## config.mk

```make
export PLATFORM = sky130hd
export DESIGN_NAME = datapath_ctrl
export DESIGN_NICKNAME = d
export VERILOG_FILES = /design/src/rtl/datapath_ctrl.sv
export SDC_FILE = /design/constraint.sdc
export NUM_CORES = 1
export LEC_CHECK = 0
export CAP_MARGIN = 30
export CORE_MARGIN = 1.5
export CORE_UTILIZATION = 50
export DETAILED_ROUTE_END_ITERATION = 8
export DONT_BUFFER_PORTS = 1
export SLEW_MARGIN = 20
export SYNTH_ARGS = -nofsm -noshare
export SYNTH_HDL_FRONTEND = slang
export SYNTH_SLANG_ARGS = --single-unit
export TNS_END_PERCENT = 1
```

## constraint.sdc

```tcl
create_clock -name clk -period 2 [get_ports clk]
set_clock_uncertainty 0.2 [all_clocks]
set_input_delay 0.3 -clock clk [delete_from_list [all_inputs] [get_ports clk]]
set_output_delay 0.3 -clock clk [all_outputs]
set_load 0.005 [all_outputs]
```

## src/rtl/datapath_ctrl.sv

```systemverilog
// Multicycle IDLE/EXEC/WB sequencer that decodes one 16-bit instruction into regfile/ALU controls.
// Optional macro DATAPATH_CTRL_FAST_ISSUE_EN lets WB accept the next instruction (2-clock issue).
module datapath_ctrl #(
  parameter int DW = 16,
  parameter int AW = 4
) (
  input  logic          clk,
  input  logic          rst_n,
  input  logic [15:0]   instr,
  input  logic          instr_valid,
  output logic          instr_ready,
  output logic [AW-1:0] raddr_a,
  output logic [AW-1:0] raddr_b,
  output logic [AW-1:0] waddr,
  output logic          reg_we,
  output logic          flag_we,
  output logic          ri,
  output logic [DW-1:0] imm,
  output logic [3:0]    alu_op,
  output logic          done,
  output logic          illegal
);

  typedef enum logic [1:0] {
    S_IDLE = 2'd0,
    S_EXEC = 2'd1,
    S_WB   = 2'd2
  } state_t;

  state_t      r_state;
  state_t      w_state_next;
  logic [15:0] r_instr;
  logic        r_started;
  logic        w_ready;
  logic        w_accept;

  logic [3:0]  w_op;
  logic [3:0]  w_opext;
  logic [7:0]  w_field;
  logic        w_ri;
  logic [DW-1:0] w_imm;
  logic [3:0]  w_alu_op;
  logic        w_rwe;
  logic        w_fwe;
  logic        w_legal;

  // r_started holds instr_ready low for the first cycle after reset release.
`ifdef DATAPATH_CTRL_FAST_ISSUE_EN
  assign w_ready = r_started && ((r_state == S_IDLE) || (r_state == S_WB));
`else
  assign w_ready = r_started && (r_state == S_IDLE);
`endif
  assign w_accept = instr_valid && w_ready;

  always_ff @(posedge clk or negedge rst_n) begin
    if (!rst_n) begin
      r_state   <= S_IDLE;
      r_instr   <= '0;
      r_started <= 1'b0;
    end else begin
      r_state   <= w_state_next;
      r_started <= 1'b1;
      if (w_accept) begin
        r_instr <= instr;
      end
    end
  end

  always_comb begin
    w_state_next = S_IDLE;
    case (r_state)
      S_IDLE:  w_state_next = w_accept ? S_EXEC : S_IDLE;
      S_EXEC:  w_state_next = S_WB;
      S_WB:    w_state_next = w_accept ? S_EXEC : S_IDLE;
      default: w_state_next = S_IDLE;
    endcase
  end

  assign w_op    = r_instr[15:12];
  assign w_opext = r_instr[7:4];
  assign w_field = r_instr[7:0];

  always_comb begin
    w_ri     = 1'b1;
    w_imm    = '0;
    w_alu_op = w_op;
    w_rwe    = 1'b1;
    w_fwe    = 1'b1;
    w_legal  = 1'b1;
    case (w_op)
      4'b0000: begin
        // Undefined opext values are forwarded; the ALU decides what they mean.
        w_ri     = 1'b0;
        w_alu_op = w_opext;
        w_rwe    = (w_opext != 4'b1011);
      end
      4'b0101, 4'b1001: begin
        w_imm = {{(DW-8){w_field[7]}}, w_field};
      end
      4'b1011: begin
        w_imm = {{(DW-8){w_field[7]}}, w_field};
        w_rwe = 1'b0;
      end
      4'b0001, 4'b0010, 4'b0011: begin
        w_imm = {{(DW-8){1'b0}}, w_field};
      end
      4'b1101: begin
        w_imm = {{(DW-8){1'b0}}, w_field};
        w_fwe = 1'b0;
      end
      4'b1111: begin
        w_imm = {w_field, {(DW-8){1'b0}}};
        w_fwe = 1'b0;
      end
      default: begin
        w_ri    = 1'b0;
        w_rwe   = 1'b0;
        w_fwe   = 1'b0;
        w_legal = 1'b0;
      end
    endcase
  end

  always_comb begin
    instr_ready = w_ready;
    raddr_a     = AW'(r_instr[11:8]);
    raddr_b     = AW'(r_instr[3:0]);
    waddr       = AW'(r_instr[11:8]);
    ri          = w_ri;
    imm         = w_imm;
    alu_op      = w_alu_op;
    reg_we      = 1'b0;
    flag_we     = 1'b0;
    done        = 1'b0;
    illegal     = 1'b0;
    if (r_state == S_WB) begin
      reg_we  = w_legal && w_rwe;
      flag_we = w_legal && w_fwe;
      done    = w_legal;
      illegal = !w_legal;
    end
  end

endmodule

```

# Word level (Yosys, flattened, before mapping)
# Cells that the tools add are included.
# totals
word_cells	40
memories	0
out_inout_bits	38
ramBits	0
romBits	0
latchBits	0
ff_bits	19
# classes
reduce_logical	14
muxes	12
n_div	0
n_eq_ne	11
bitwise_logic	0
add_sub_neg	0
shift	0
mul	0
order_cmp	0
# ops
op	count
16-bit case mux with 3 select lines	1
4-bit == test, second input constant	4
7-bit OR reduction	2
9-bit OR reduction	1
4-bit by 2-bit == test with 1-bit output, second input constant	2
1-bit two-way mux	8
8-bit OR reduction	1
4-bit by 1-bit == test with 1-bit output, second input constant	1
4-bit by 3-bit == test with 1-bit output, second input constant	1
1-bit logical AND	4
4-bit zero test	1
4-bit two-way mux	1
4-bit inequality test, second input constant	1
2-bit case mux with 2 select lines	1
4-bit OR reduction	1
3-bit OR reduction	1
2-bit by 1-bit == test with 1-bit output, second input constant	1
2-bit == test, second input constant	1
2-bit zero test	1
1-bit case mux with 2 select lines	1
2-bit OR reduction	1
1-bit zero test	1

# Logic depth before layout (Yosys ltp)
# logic_depth
word_depth	5
ltp_mapped	5

# Worst setup path after synthesis
# OpenSTA, ideal clock, no wires.
# synth_path
kind	register -> output
startpoint	register r_instr[13]
endpoint	output port imm[10]
slack_ns	0.342
arrival_time_ns	1.158
n_path_buf	0
stages_incl_launch_ff	4
path_cell_list	dfrtp_1 > or3b_4 > a21oi_4 > a21o_1
# synth_via
elab_chain_len	3
# synth_lines
element	line_no	text
start: declaration	32	logic [15:0] r_instr;
start signal: assignment	64	r_instr <= instr;
4-bit == test (tied with other cells)	90	case (w_op)
4-bit OR reduction (no line) / 3-bit OR reduction (equally long branches)	n/a	
16-bit case mux with 3 select lines *	90	
end: declaration	18	output logic [DW-1:0] imm,
# Every way passes the cells marked *; elsewhere a longest branch is shown, timed or not.

# Worst setup path in the final report
# layout_path
startpoint	register r_instr[15]
endpoint	output port reg_we
# layout_via
elab_chain_len	5
# layout_lines
element	line_no	text
4-bit == test (tied with other cells)	90	
7-bit OR reduction (no line) / 9-bit OR reduction (equally long branches)	n/a	
1-bit case mux with 2 select lines / 1-bit two-way mux (equally long branches)	90	
1-bit logical AND *	137	reg_we = w_legal && w_rwe;
1-bit two-way mux *	136	if (r_state == S_WB) begin
end: declaration	15	output logic reg_we,
# Marked as above.

==> key figures <==
Worst setup path
  • Type of the worst setup path: flop to output port
  • Most common cell type on the critical path: sky130_fd_sc_hd__buf_6
  • Ordered cell list for the critical path: buf_6 -> buf_6 -> and3_4 -> o22ai_2 -> a311oi_2
  • Critical Path End Type: output port
  • Slowest CP cell: sky130_fd_sc_hd__dfrtp_2
  • Data arrival, critical path: roughly 1.6 ns
  • Largest driver fanout on the critical path: 6
  • Kind of start point of the critical path: flop
  • Critical Path Max Stage Delay: around 0.46 ns
  • CP Data Required Time: roughly 1.5 ns

Drt
  • Routed wire per std cell: 18.2 µm
  • Antenna-violating nets left: 0
  • Routed wire length: approximately 2700 µm
  • Drt initial violations: 12
  • Number of remaining DRC errors: 0
  • Highest routed layer: met4
  • Wire length on met3: around 130 µm
  • Met1 layer wirelength in the final routing: 1120 µm
  • Count of vias placed by the detailed router: 856
  • First-pass DRT Iterations: 4
  • Detail-routed via count per cell: ~5.7
  • Met2 layer wire length in the routed design: about 1400 µm

Placed design
  • Pre-CTS WS: about 0.20 ns
  • Port buffer count: 0
  • Routability congestion estimate from global placement: between 0.8 and 0.9
  • HPWL after DPL: around 1700 µm

Timing
  • Slew margin rel.: 0.429
  • Final setup fails: 17
  • Achievable clock frequency: a little under 500 MHz
  • RSZ-0062 raised after global routing: true
  • Slack of the critical path: -0.0799 ns
  • Final Cycle Share: 1.04
  • Transition at the pin with the smallest max-transition slack: 0.854 ns
  • Number of pins with negative max-slew slack in the final report: 0
  • Post-layout minimum cycle time: about 2.1 ns
  • Fin Hold WS: 0.129 ns
  • Endpoints failing hold: 0

Floorplanning
  • Core footprint: between 0.002 and 0.0025 mm²
  • Height of the chip: between 50 and 60 µm
  • Floorplan die width: 51.7 µm
  • Number of top-level design ports: 57
  • # rows: 17
  • Starting Density: 0.532
  • Die ar.: 0.00268 mm²

Synth
  • Flip-flop and latch count after synthesis: 19
  • Cell types with the largest area share after synthesis: sky130_fd_sc_hd__dfrtp_1, sky130_fd_sc_hd__buf_4, sky130_fd_sc_hd__mux2_4
  • Total number of yosys warnings: 0
  • Post-synthesis net count: roughly 130
  • Count of distinct cell types in the synthesized netlist: 37
  • Top-area cell type share of the netlist area: 0.400
  • Synth area leader: sky130_fd_sc_hd__dfrtp_1
  • Sequential-to-total area share from yosys stat: 0.400
  • Number of instances in the synthesized netlist: 108
  • Netlist area before placement: approximately 0.0012 mm²
  • Synthesized area per cell: 11.0 µm²

Clocking
  • Clock Tree Buf Depth: 2
  • Clock buffer count from CTS: 3
  • Clock-pin slew on the worst setup and hold paths: 0.12 ns
  • Clock root cell: sky130_fd_sc_hd__clkbuf_4
  • Clock tree sinks: 19
  • Latest clock arrival within the worst-skew pair: 0.30 ns
  • Depth of the CTS H-tree: 1
  • Clock tree from TritonCTS: yes

Cells and area
  • Final core utilization: 0.656
  • Fill cells: ~200
  • Area Growth Syn to Fin: 23.4%
  • Net count, final: roughly 140
  • Count of inserted antenna diode cells: 0
  • Layout cell share with drive strength beyond 1: 0.415

Run status
  • Violated checks: setup timing
  • Run status: finished with violations

Power and ir drop
  • Worst supply voltage drop on vdd: approximately 0.0006 V
  • Power density relative to cell area: 895 mW/mm²
  • Leakage component of the power: around 0.66 nW

Worst hold path
  • Worst min path class: input pin to flop

GRT
  • All-Layer GR Usage: 0.205
  • First-pass GRT wire length: 4020 µm
  • Largest net degree at the start of global routing: 20
  • Initial antenna violation count: 0
  • Number of global-route vias before repair: 881
  • Total global routing overflow: 0

Run
  • Max-cap violations: 0
## where the power goes
| part | switching, mW | internal, mW | leakage [nW] |
|---|---|---|---|
| combinational | 0.241 | 0.300 | 0.428 |
| clock | 0.130 | 0.0762 | 0.0139 |
| sequential | 0.105 | 0.459 | 0.223 |
| total | 0.476 | 0.835 | 0.664 |
## metal layers
layer | vias to the layer above | GRT usage
li1 | 394 | -
met1 | 426 | 0.219
met2 | 28 | 0.372
met3 | 8 | 0.0661
met4 | 0 | 0.0789
met5 | - | 0
## synthesized netlist by cell type
library cell,instances
sky130_fd_sc_hd__o22ai_1,1
sky130_fd_sc_hd__nor2b_2,1
sky130_fd_sc_hd__nor2b_1,1
sky130_fd_sc_hd__o21ai_0,2
sky130_fd_sc_hd__nor2_1,4
sky130_fd_sc_hd__a21oi_1,3
sky130_fd_sc_hd__inv_1,1
sky130_fd_sc_hd__nor4bb_1,1
sky130_fd_sc_hd__nand2b_1,3
sky130_fd_sc_hd__or3b_4,1
sky130_fd_sc_hd__buf_2,1
sky130_fd_sc_hd__buf_6,1
sky130_fd_sc_hd__mux2_2,8
sky130_fd_sc_hd__mux2_4,7
sky130_fd_sc_hd__nor3b_1,1
sky130_fd_sc_hd__and4_1,1
sky130_fd_sc_hd__and2_1,8
sky130_fd_sc_hd__a311oi_1,1
sky130_fd_sc_hd__or3b_2,1
sky130_fd_sc_hd__buf_12,1
sky130_fd_sc_hd__nor3_1,1
sky130_fd_sc_hd__a211oi_1,1
sky130_fd_sc_hd__or2_2,1
sky130_fd_sc_hd__a21oi_4,1
sky130_fd_sc_hd__a21o_1,8
sky130_fd_sc_hd__a2bb2oi_2,1
sky130_fd_sc_hd__conb_1,1
sky130_fd_sc_hd__dfrtp_1,19
sky130_fd_sc_hd__and3_1,1
sky130_fd_sc_hd__a31o_2,1
sky130_fd_sc_hd__clkbuf_1,1
sky130_fd_sc_hd__xor2_1,1
sky130_fd_sc_hd__buf_4,14
sky130_fd_sc_hd__o21bai_1,1
sky130_fd_sc_hd__nand2_1,5
sky130_fd_sc_hd__nand3_1,2
sky130_fd_sc_hd__nor4b_1,1
## sequential cells by signal (all words and copies together), names as in the netlist
signal and cells:
r_instr 16, r_started 1, r_state 2
## cells by family (layout without fill, tap and decap cells)
kind of cell	count (synthesis)	after routing	synth area share
DFF	19	19	0.400
and+or+nand+nor	33	33	0.169
xor gates and xnor gates	1	1	0.00738
buffers and inverters	19	34	0.125
muxes	15	15	0.164
AOI/OAI and AO/OA	20	20	0.131
other	1	1	0.00316
## cells in the final DEF (no fill, tap or decap), drive strengths merged
master / count
dfrtp: 19
inv: 1
a2bb2oi: 1
and2: 8
and4: 1
nor2: 4
nor2b: 2
o21bai: 1
mux2: 15
or3b: 2
a211oi: 1
nor3b: 1
o22ai: 1
clkinvlp: 1
a31o: 1
nand2b: 3
nor3: 1
or2: 1
a21oi: 4
o21ai: 2
xor2: 1
a311oi: 1
a21o: 8
nand3: 2
conb: 1
nor4b: 1
clkbuf: 3
buf: 12
and3: 1
dlygate4sd3: 17
nand2: 5
nor4bb: 1
## what timing repair did
| action | CTS | global route |
|---|---|---|
| hold buffers | 17 | 0 |
| gates resized for setup | 9 | 10 |
| pin swaps | 3 | 4 |
| endpoints found under the setup margin | 18 | 22 |
| setup buffers | 7 | 2 |
| gates cloned | 0 | 0 |
| hold endpoints to repair | 35 | 0 |
## path summary, 6_finish.rpt
check	start	depth (start not counted)	endpoint	slack (ns)
worst min-delay path	instr_valid	2	r_state[0]	0.13
worst max register to register	r_state[0]	3	r_instr[3]	0.34
min in group asynchronous	rst_n	1	r_instr[5]	0.34
worst min register to register	r_state[1]	1	r_state[1]	0.36
worst max-delay path	r_instr[15]	5	reg_we	-0.08
max in group asynchronous	rst_n	1	r_instr[15]	0.68
## critical path, delay by kind of cell, from the launching register on
kind	cells	cell delay (ns)
buffers and inverters	2	0.25
flip-flops	1	0.46
AND/OR/NAND/NOR	1	0.19
AO/OA/AOI/OAI	2	0.38
## layout make-up
type / count / area (µm²) / area share
sequential: 19 / 480 / 0.328
clock buffer: 3 / 22.5 / 0.0154
tap: 28 / 35.0 / 0.0239
clock inverter: 1 / 7.51 / 0.00512
inverter: 1 / 3.75 / 0.00256
multi-input combinational: 70 / 632 / 0.431
timing repair buffer: 29 / 284 / 0.194
## through the flow
stage	cell area, µm²	total power, mW	std cells	setup TNS (ns)
6_report	1470	1.31	151	-0.660
5_1_grt	1470	1.38	151	-1.56
3_5_place_dp	1130	0.943	121	0
4_1_cts	1400	1.25	149	-0.891
3_3_place_gp	1130	0.929	121	0
2_1_floorplan	1190	0.939	108	0
No activity file was read; power rests on OpenSTA's default activity.
